## config.mk

```make
export PLATFORM = sky130hd
export DESIGN_NAME = adc_sample_ctrl
export DESIGN_NICKNAME = d
export VERILOG_FILES = /design/src/rtl/adc_ctrl_pkg.sv /design/src/rtl/sync2ff.sv /design/src/rtl/adc_sample_ctrl.sv
export SDC_FILE = /design/constraint.sdc
export NUM_CORES = 1
export LEC_CHECK = 0
export ABC_AREA = 1
export CAP_MARGIN = 20
export CORE_UTILIZATION = 62
export CTS_BUF_LIST = sky130_fd_sc_hd__clkbuf_4
export CTS_CLUSTER_SIZE = 14
export DETAILED_ROUTE_END_ITERATION = 8
export PLACE_DENSITY_LB_ADDON = 0.1
export SLEW_MARGIN = 20
export SYNTH_ARGS = -nofsm -noshare
export SYNTH_HDL_FRONTEND = slang
export SYNTH_HIERARCHICAL = 1
export SYNTH_SLANG_ARGS = --single-unit
export TNS_END_PERCENT = 100
```

## constraint.sdc

```tcl
create_clock -name clk -period 3.9 [get_ports clk]
set_input_delay 0.78 -clock clk [delete_from_list [all_inputs] [get_ports clk]]
set_output_delay 0.78 -clock clk [all_outputs]
set_load 0.05 [all_outputs]
```

## src/rtl/adc_ctrl_pkg.sv

```systemverilog
// Shared definitions for the external parallel ADC front-end controller:
// FSM state encoding, default parameter values and data width.
package adc_ctrl_pkg;

    // Width of one ADC sample and of a FIFO write word.
    localparam int unsigned AdcDataW = 16;

    // Default parameter values for adc_sample_ctrl.
    localparam int unsigned DefNch     = 8;
    localparam int unsigned DefConvstW = 4;
    localparam int unsigned DefRdW     = 3;
    localparam int unsigned DefBusyTo  = 1023;

    // Smallest usable period; shorter requests are stretched to this.
    localparam logic [15:0] MinPeriod = 16'd2;

    // One-hot controller states.
    typedef enum logic [4:0] {
        StIdle  = 5'b00001,
        StConv  = 5'b00010,
        StWait  = 5'b00100,
        StRead  = 5'b01000,
        StRhigh = 5'b10000
    } state_e;

    // Period actually used by the period counter.
    function automatic logic [15:0] clamp_period(input logic [15:0] p);
        return (p < MinPeriod) ? MinPeriod : p;
    endfunction

endpackage

```

## src/rtl/sync2ff.sv

```systemverilog
// Two-flop synchroniser for a single asynchronous level signal.
module sync2ff (
    input  logic clk_i,
    input  logic rst_ni,
    input  logic d_i,
    output logic q_o
);

    logic meta_q;

    // First flop may go metastable; second flop gives it a full cycle to settle.
    always_ff @(posedge clk_i or negedge rst_ni) begin
        if (!rst_ni) begin
            meta_q <= 1'b0;
            q_o    <= 1'b0;
        end else begin
            meta_q <= d_i;
            q_o    <= meta_q;
        end
    end

endmodule

```

## src/rtl/adc_sample_ctrl.sv

```systemverilog
// Front-end controller for an external 16-bit parallel ADC. Starts a
// conversion every period, reads NCH channels over CS/RD and pushes each
// sample into the FIFO write port. Whole frames are dropped when the FIFO is
// almost full at frame start so the FIFO never holds a partial frame.
module adc_sample_ctrl
    import adc_ctrl_pkg::*;
#(
    parameter int unsigned NCH      = DefNch,
    parameter int unsigned CONVST_W = DefConvstW,
    parameter int unsigned RD_W     = DefRdW,
    parameter int unsigned BUSY_TO  = DefBusyTo
) (
    input  logic                clk,
    input  logic                reset,
    input  logic                enable,
    input  logic [15:0]         period,
    input  logic                adc_busy,
    input  logic [AdcDataW-1:0] adc_db,
    input  logic                fifo_afull,
    output logic                adc_convst,
    output logic                adc_cs_n,
    output logic                adc_rd_n,
    output logic [AdcDataW-1:0] wrdata,
    output logic                wren,
    output logic                ovf,
    output logic                busy_err,
    output logic [7:0]          drop_cnt
);

    localparam int unsigned ChW    = (NCH > 1) ? $clog2(NCH) : 1;
    localparam int unsigned WidMax = (CONVST_W > RD_W) ? CONVST_W : RD_W;
    localparam int unsigned WidW   = $clog2(WidMax + 1);
    localparam int unsigned WaitW  = $clog2(BUSY_TO + 1);

    localparam logic [WidW-1:0]  ConvLast = WidW'(CONVST_W - 1);
    localparam logic [WidW-1:0]  RdLast   = WidW'(RD_W - 1);
    localparam logic [ChW-1:0]   ChLast   = ChW'(NCH - 1);
    localparam logic [WaitW-1:0] WaitLast = WaitW'(BUSY_TO - 1);

    // Period counter
    logic [15:0] cnt_q, cnt_d;
    logic [15:0] per_q, per_d;
    logic        tick;

    // Enable edge detect for clearing the status registers
    logic en_q;
    logic en_rise;

    // Synchronised ADC busy
    logic busy_s;

    // FSM and its counters
    state_e           state_q;
    logic [WidW-1:0]  wid_q;
    logic [WaitW-1:0] wait_q;
    logic [ChW-1:0]   ch_q;
    logic             seen_busy_q;
    logic             drop_q;

    sync2ff u_busy_sync (
        .clk_i  (clk),
        .rst_ni (reset),
        .d_i    (adc_busy),
        .q_o    (busy_s)
    );

    // Period counter next state: wrap on tick, hold at zero while disabled and
    // keep tracking the requested period until the next wrap.
    always_comb begin
        tick  = enable && (cnt_q == (per_q - 16'd1));
        cnt_d = cnt_q;
        per_d = per_q;
        if (!enable) begin
            cnt_d = 16'd0;
            per_d = clamp_period(period);
        end else if (tick) begin
            cnt_d = 16'd0;
            per_d = clamp_period(period);
        end else begin
            cnt_d = cnt_q + 16'd1;
        end
    end

    // Period counter and enable history registers.
    always_ff @(posedge clk or negedge reset) begin
        if (!reset) begin
            cnt_q <= 16'd0;
            per_q <= MinPeriod;
            en_q  <= 1'b0;
        end else begin
            cnt_q <= cnt_d;
            per_q <= per_d;
            en_q  <= enable;
        end
    end

    assign en_rise = enable && !en_q;

    // Conversion/read sequencer with registered bus outputs and status flags.
    always_ff @(posedge clk or negedge reset) begin
        if (!reset) begin
            state_q     <= StIdle;
            wid_q       <= '0;
            wait_q      <= '0;
            ch_q        <= '0;
            seen_busy_q <= 1'b0;
            drop_q      <= 1'b0;
            adc_convst  <= 1'b0;
            adc_cs_n    <= 1'b1;
            adc_rd_n    <= 1'b1;
            wrdata      <= '0;
            wren        <= 1'b0;
            ovf         <= 1'b0;
            busy_err    <= 1'b0;
            drop_cnt    <= 8'd0;
        end else begin
            wren <= 1'b0;

            if (en_rise) begin
                ovf      <= 1'b0;
                busy_err <= 1'b0;
                drop_cnt <= 8'd0;
            end

            // A tick while a frame is in flight is lost, not queued.
            if (tick && (state_q != StIdle)) begin
                ovf <= 1'b1;
            end

            unique case (state_q)
                StIdle: begin
                    if (tick) begin
                        state_q    <= StConv;
                        adc_convst <= 1'b1;
                        wid_q      <= '0;
                        // Drop decision is frozen for the whole frame.
                        drop_q     <= fifo_afull;
                        if (fifo_afull && (drop_cnt != 8'hFF)) begin
                            drop_cnt <= drop_cnt + 8'd1;
                        end
                    end
                end

                StConv: begin
                    if (wid_q == ConvLast) begin
                        adc_convst  <= 1'b0;
                        state_q     <= StWait;
                        wait_q      <= '0;
                        seen_busy_q <= 1'b0;
                    end else begin
                        wid_q <= wid_q + 1'b1;
                    end
                end

                StWait: begin
                    wait_q <= wait_q + 1'b1;
                    if (busy_s) begin
                        seen_busy_q <= 1'b1;
                    end
                    if (seen_busy_q && !busy_s) begin
                        state_q  <= StRead;
                        adc_cs_n <= 1'b0;
                        adc_rd_n <= 1'b0;
                        wid_q    <= '0;
                    end else if (wait_q == WaitLast) begin
                        // Read anyway so the ADC channel pointer stays aligned.
                        busy_err <= 1'b1;
                        state_q  <= StRead;
                        adc_cs_n <= 1'b0;
                        adc_rd_n <= 1'b0;
                        wid_q    <= '0;
                    end
                end

                StRead: begin
                    if (wid_q == RdLast) begin
                        wrdata   <= adc_db;
                        adc_rd_n <= 1'b1;
                        wren     <= !drop_q;
                        state_q  <= StRhigh;
                    end else begin
                        wid_q <= wid_q + 1'b1;
                    end
                end

                StRhigh: begin
                    if (ch_q == ChLast) begin
                        ch_q     <= '0;
                        adc_cs_n <= 1'b1;
                        state_q  <= StIdle;
                    end else begin
                        ch_q     <= ch_q + 1'b1;
                        adc_rd_n <= 1'b0;
                        wid_q    <= '0;
                        state_q  <= StRead;
                    end
                end

                default: begin
                    state_q    <= StIdle;
                    adc_convst <= 1'b0;
                    adc_cs_n   <= 1'b1;
                    adc_rd_n   <= 1'b1;
                end
            endcase
        end
    end

endmodule
```

# --- Word-level counts from Yosys, hierarchy flattened ---
# Index checks and enable logic that the tools add are counted.
# Widths: inputs -> output; s select.
op_classes:
  add_sub_neg: 6
  order_cmp: 1
  eq_ne: 22
  mux: 46
  n_bitwise: 3
  n_reduce_logical: 23
op_table:
  columns: ["op", "count"]
  rows:
  - ["$mux 16", 5]
  - ["$mux 8", 4]
  - ["$mux 5", 5]
  - ["$pmux 5 s5", 1]
  - ["$mux 3", 7]
  - ["$pmux 10 s2", 1]
  - ["$add 16x1->16 const B", 1]
  - ["$eq 16x16->1", 1]
  - ["$lt 16x2->1 const B", 1]
  - ["$mux 1", 16]
  - ["$sub 16x1->16 const B", 1]
  - ["$pmux 3 s5", 1]
  - ["$ne 2x2->1 const B", 7]
  - ["$add 10x1->10 const B", 1]
  - ["$eq 10x10->1 const B", 1]
  - ["$mux 10", 1]
  - ["$reduce_and 3->1", 3]
  - ["$add 8x1->8 const B", 1]
  - ["$ne 8x8->1 const B", 1]
  - ["$reduce_and 4->1", 2]
  - ["$add 3x1->3 const B", 2]
  - ["$eq 3x2->1 const B", 2]
  - ["$pmux 1 s3", 2]
  - ["$reduce_and 2->1", 3]
  - ["20 further kinds", 31]
totals:
  register_bits: 88
  in_bits: 37
  out_inout_bits: 30
  word_cells: 120

# --- Longest topological paths before layout ---
depth:
  depth_word: 6
  mapped_depth: 18
  ltp_nobuf: 17

# --- Modules after synthesis ---
# Netlist, hierarchy kept.
modules_own_cells:
  columns: ["module", "instances", "cells_per_inst", "area_per_inst_um2", "seq_area_each_um2"]
  rows:
  - ["adc_sample_ctrl", 1, 714, 5128.7, 2157.1]
  - ["sync2ff", 1, 2, 50.0, 50.0]

# --- Worst setup path after synthesis ---
# OpenSTA, ideal clock, no wires.
synth_timing:
  path_type: "flip-flop to flip-flop"
  start: "register per_q[1]"
  end: "register per_q[0]"
  setup_ps: 121
  arrival_ps: 1964
  required_time_ps: 3779
  path_slack_ps: 1815
  stages_incl_launch_ff: 16
  path_buffers: 1
  synth_period_minus_slack_ps: 2085
  path_cell_list: "dfstp_2 inv_1 ha_1 or2_2 nand2_1 nor2_1 nand3_1 nor2_1 nand2_1 nor2_1 nand2_2 nor2_4 nor2_8 inv_8 buf_8 o21ai_1"
synth_between:
  elab_chain_cells: 4
synth_lines:
  columns: ["element", "line_no", "rtl"]
  rows:
  - ["from (decl)", "adc_sample_ctrl.sv:42", "logic [15:0] per_q, per_d;"]
  - ["from (signal assigned)", "adc_sample_ctrl.sv:88", "per_q <= MinPeriod;"]
  - ["from (signal assigned)", "adc_sample_ctrl.sv:92", "per_q <= per_d;"]
  - ["$sub 16x1->16", "adc_sample_ctrl.sv:70", "tick = enable && (cnt_q == (per_q - 16'd1));"]
  - ["$eq 16x16->1", "adc_sample_ctrl.sv:70", null]
  - ["$logic_and 1x1->1", "adc_sample_ctrl.sv:70", null]
  - ["$ne 2x1->1 (no source line)", null, null]
# Every way passes these cells.
# A chain may end at the register's enable or synchronous reset.

# --- Final worst setup path ---
layout_timing:
  start: "register state_q[0]"
  end: "register wid_q[0]"
layout_between:
  elab_chain_cells: 3
  word_cells_on_any_way: 13
  classes_between: "eq/ne: 10; mux: 1; reduce/logical: 2"
layout_lines:
  columns: ["element", "line_no", "rtl"]
  rows:
  - ["from (decl)", "adc_sample_ctrl.sv:53", "state_e state_q;"]
  - ["from (signal assigned)", "adc_sample_ctrl.sv:102", "state_q <= StIdle;"]
  - ["from (signal assigned)", "adc_sample_ctrl.sv:133", "state_q <= StConv;"]
  - ["from (signal assigned)", "adc_sample_ctrl.sv:147", "state_q <= StWait;"]
  - ["$eq 5x3->1, or another cell as far along", "adc_sample_ctrl.sv:130", "unique case (state_q)"]
  - ["$ne 3x3->1 (no source line), or another cell as far along", null, null]
  - ["$reduce_and 6->1 (no source line)", null, null]
  - ["to (signal assigned)", "adc_sample_ctrl.sv:151", "wid_q <= wid_q + 1'b1;"]
  - ["to (signal assigned)", "adc_sample_ctrl.sv:182", "wid_q <= wid_q + 1'b1;"]
  - ["to (decl)", "adc_sample_ctrl.sv:54", "logic [WidW-1:0] wid_q;"]
# Parallel ways exist; a longest one is shown, timed or not.

==> Flow_metrics.wiki <==
{| class="wikitable"
! Metric !! Value
|-
| Power per cell area || 304 mW/mm2
|-
| Worst-skew pair later-pin latency || 0.46 ns
|-
| Hold-fix buffer count after cts || 0
|-
| Synthesis-to-finish area growth || 16.9%
|-
| Critical path startpoint category || register
|-
| Achievable Freq || 376 MHz
|-
| Maximum root-to-sink buffer count || 2
|-
| Setup Total Neg Slack || 0 ns
|-
| Routed Wire Length || 12100 um
|-
| FILL cells || 602
|-
| Number of buffers inserted during clock tree synthesis || 9
|-
| Largest family of logic cells by synthesized area || simple AND/OR/NAND/NOR gates
|-
| Number of cells on the worst reg-to-reg path || 9
|-
| Final setup skew || 0.0198 ns
|-
| Share of the synthesized area in compound gates (AO/OA/AOI/OAI) || 0.0725
|-
| Met3 layer usage reported by global route || 0.0683
|-
| GR Util met1 || 0.366
|-
| Buffers inserted during post-CTS setup optimization || 0
|-
| # H-tree levels || 3
|-
| Lkg Pwr || 2.96 nW
|-
| Number of different library cells in the post-synthesis netlist || 40
|-
| Core region area || 0.00789 mm2
|-
| Reg-to-Reg End || wid_q[0]
|-
| Class of the tightest hold or removal check || input pin to async pin
|-
| Critical R2R Launch || state_q[0]
|-
| DR vias || 4810
|-
| Number of optimization iterations in the first detailed-route pass || 6
|-
| Root Driver || sky130_fd_sc_hd__clkbuf_4
|-
| Count of placed standard cells in the final layout, fillers left out || 893
|-
| Die Span Y || 93.4 um
|-
| PostCTS Resize Cnt || 0
|-
| WP data required || 4.25 ns
|-
| Simple-gate share of the synthesized area || 0.370
|-
| Actual slew at the worst max-slew pin || 0.825 ns
|-
| Largest vdd supply drop || 277 uV
|-
| Clock period minus worst slack || 2.66 ns
|-
| Inst Count DP || 877
|-
| Number of placement rows || 32
|-
| Most common cell after layout, fill and taps aside || sky130_fd_sc_hd__nand2_1
|-
| Total chip power || 1.84 mW
|-
| Pin count of the biggest net entering global routing || 55
|-
| DP HPWL || 9070 um
|-
| Via count of the first global-routing pass || 4866
|-
| Critical path capture point type || register
|-
| Total setup violations reported at the end of the flow || 0
|-
| Aggregate global routing overflow || 0
|-
| CTS Sinks || 88
|-
| Clock transition time at the flip-flop clock pins of the worst setup and hold paths || 0.16 ns
|-
| Data arrival time of the critical path || 3.01 ns
|-
| Fraction of synthesized area in multiplexers || 0
|-
| Final Hold Viols || 0
|-
| Max Fanout on Critical Path || 18
|-
| Most frequent cells in the layout || sky130_fd_sc_hd__nand2_1 (241), sky130_fd_sc_hd__nor2_1 (92), sky130_fd_sc_hd__inv_1 (89)
|-
| Post-route fraction of the period consumed by the critical path || 0.682
|-
| Syn avg cell area || 7.23 um2
|-
| Synth Area in Adders || 0.0242
|-
| Finished layout cell area || 0.00605 mm2
|-
| Gate count of the mapped netlist || 716
|-
| Number of DRC markers in iteration 0 || 294
|-
| Initial cell density of the core || 0.657
|-
| Seq/Total Area, Yosys || 0.426
|-
| Unrepaired setup endpoints after global routing || false
|-
| CTS tree || built
|-
| Number of diodes added for antenna fixing || 0
|-
| Cell area after technology mapping || 0.00518 mm2
|-
| Residual DRC count || 0
|-
| Count of yosys warnings during synthesis || 6
|-
| Global route hottest layer || met2
|-
| R2R Setup Slk || 1.24 ns
|-
| Number of nets with antenna violations after detailed routing || 0
|-
| Buffers added on ports || 66
|-
| Flip-flop and latch area || 0.00221 mm2
|-
| Worst slew margin relative to its limit || 0.450
|-
| Number of antenna violations at the first check in global routing || 0
|-
| Final Wtd Congestion || 0.931
|-
| Total die area || 0.00872 mm2
|-
| Outcome || complete, no violations
|-
| Met2 track demand over resource || 0.529
|-
| Post-Syn Nets || 763
|-
| Number of vias per cell after detailed routing || 5.39
|-
| I/O Pins || 67
|-
| Final core area utilization || 0.767
|-
| First-pass GRT wire length || 20800 um
|-
| Yosys reg bits || 88
|-
| Area of placed instances || 0.00591 mm2
|-
| Xor and xnor area share after synthesis || 0.0237
|-
| Average wire per standard cell || 13.5 um
|-
| Max-slew violation count || 0
|-
| Share of layout cells above drive strength 1 || 0.0923
|-
| Die width || 93.4 um
|-
| Multi-input combinational cell area || 0.00254 mm2
|-
| Global routing usage summed across all routing layers || 0.304
|-
| Kind of critical path || register to register
|-
| Final net count || 833
|-
| Maximum capacitance violations || 0
|}
==> cells by family (layout without fill, tap and decap cells) <==
logic type                 after synthesis  count (layout)
AOI/OAI and AO/OA                       63              63
xor gates and xnor gates                14              14
adders and majority gates               10              10
buffers and inverters                  102             177
DFF                                     88              88
and+or+nand+nor                        439             439
==> area by class of cell <==
cell class | count | share of cell area
Multi-Input combinational cell | 526 | 0.420
Sequential cell | 88 | 0.365
Timing Repair Buffer | 68 | 0.111
Inverter | 93 | 0.0589
Tap cell | 102 | 0.0211
Clock inverter | 7 | 0.0130
Clock buffer | 9 | 0.0112
==> registers in the layout, indices dropped and copies added (netlist names), 3 cells and up <==
register	flops
ch_q	3
cnt_q	16
drop_cnt	8
per_q	16
state_q	5
wait_q	10
wid_q	3
wrdata	16
==> cell usage after synthesis, drive strengths merged <==
master / count / share of area
nor2: 102 / 0.083
nor3b: 1 / 0.0015
clkbuf: 3 / 0.0022
or2: 3 / 0.0036
clkinv: 2 / 0.0015
nand3b: 4 / 0.0058
nand4: 15 / 0.019
dfstp: 4 / 0.020
xnor2: 6 / 0.010
nor3: 12 / 0.015
a21oi: 17 / 0.016
o31ai: 1 / 0.0015
nand3: 37 / 0.038
nor4: 6 / 0.0072
a22o: 1 / 0.0017
o21ai: 39 / 0.046
and3: 1 / 0.0012
o21a: 1 / 0.0015
nand2: 258 / 0.20
a31oi: 2 / 0.0024
inv: 91 / 0.067
buf: 6 / 0.012
ha: 10 / 0.024
o22ai: 1 / 0.0012
xor2: 8 / 0.014
dfrtp: 84 / 0.41
a211oi: 1 / 0.0015
==> power by group <==
group | internal [mW] | switching [mW]
logic | 0.116 | 0.201
registers | 0.950 | 0.0282
clock network | 0.202 | 0.340
total | 1.27 | 0.569
==> worst max-delay path, cell delays in order, from the launching register on <==
cell and delay (ns):
sky130_fd_sc_hd__dfstp_2 0.57, sky130_fd_sc_hd__nor2_1 0.07, sky130_fd_sc_hd__inv_1 0.06, sky130_fd_sc_hd__nor4_1 0.06, sky130_fd_sc_hd__nand2_1 0.49, sky130_fd_sc_hd__clkinv_1 0.64
sky130_fd_sc_hd__nor3_1 0.31, sky130_fd_sc_hd__nand2_1 0.18, sky130_fd_sc_hd__nand2_1 0.11, sky130_fd_sc_hd__o21ai_1 0.07
==> stage by stage <==
stage          hold WS (ns)  setup slack, ns
6_report              0.336             1.24
5_1_grt               0.380            0.945
4_1_cts               0.358             1.21
3_5_place_dp          0.356             1.07
3_3_place_gp          0.353             1.13
2_1_floorplan         0.331             1.81
==> how the worst max path moves through the flow <==
| stage | from | endpoint |
|---|---|---|
| after floorplan | per_q[1] | per_q[0] |
| after global placement | enable | drop_cnt[5] |
| after detailed placement | enable | drop_cnt[5] |
| after CTS | state_q[0] | wid_q[0] |
| after global routing | wid_q[0] | wid_q[0] |
| final | state_q[0] | wid_q[0] |
==> routing by layer <==
| layer | up-vias | wire length [um] |
|---|---|---|
| met1 | 2207 | 5130 |
| met3 | 32 | 870 |
| met2 | 178 | 5800 |
| met4 | 0 | 254 |
| met5 | - | 0 |
| li1 | 2393 | - |
(Power assumes the default switching activity.)
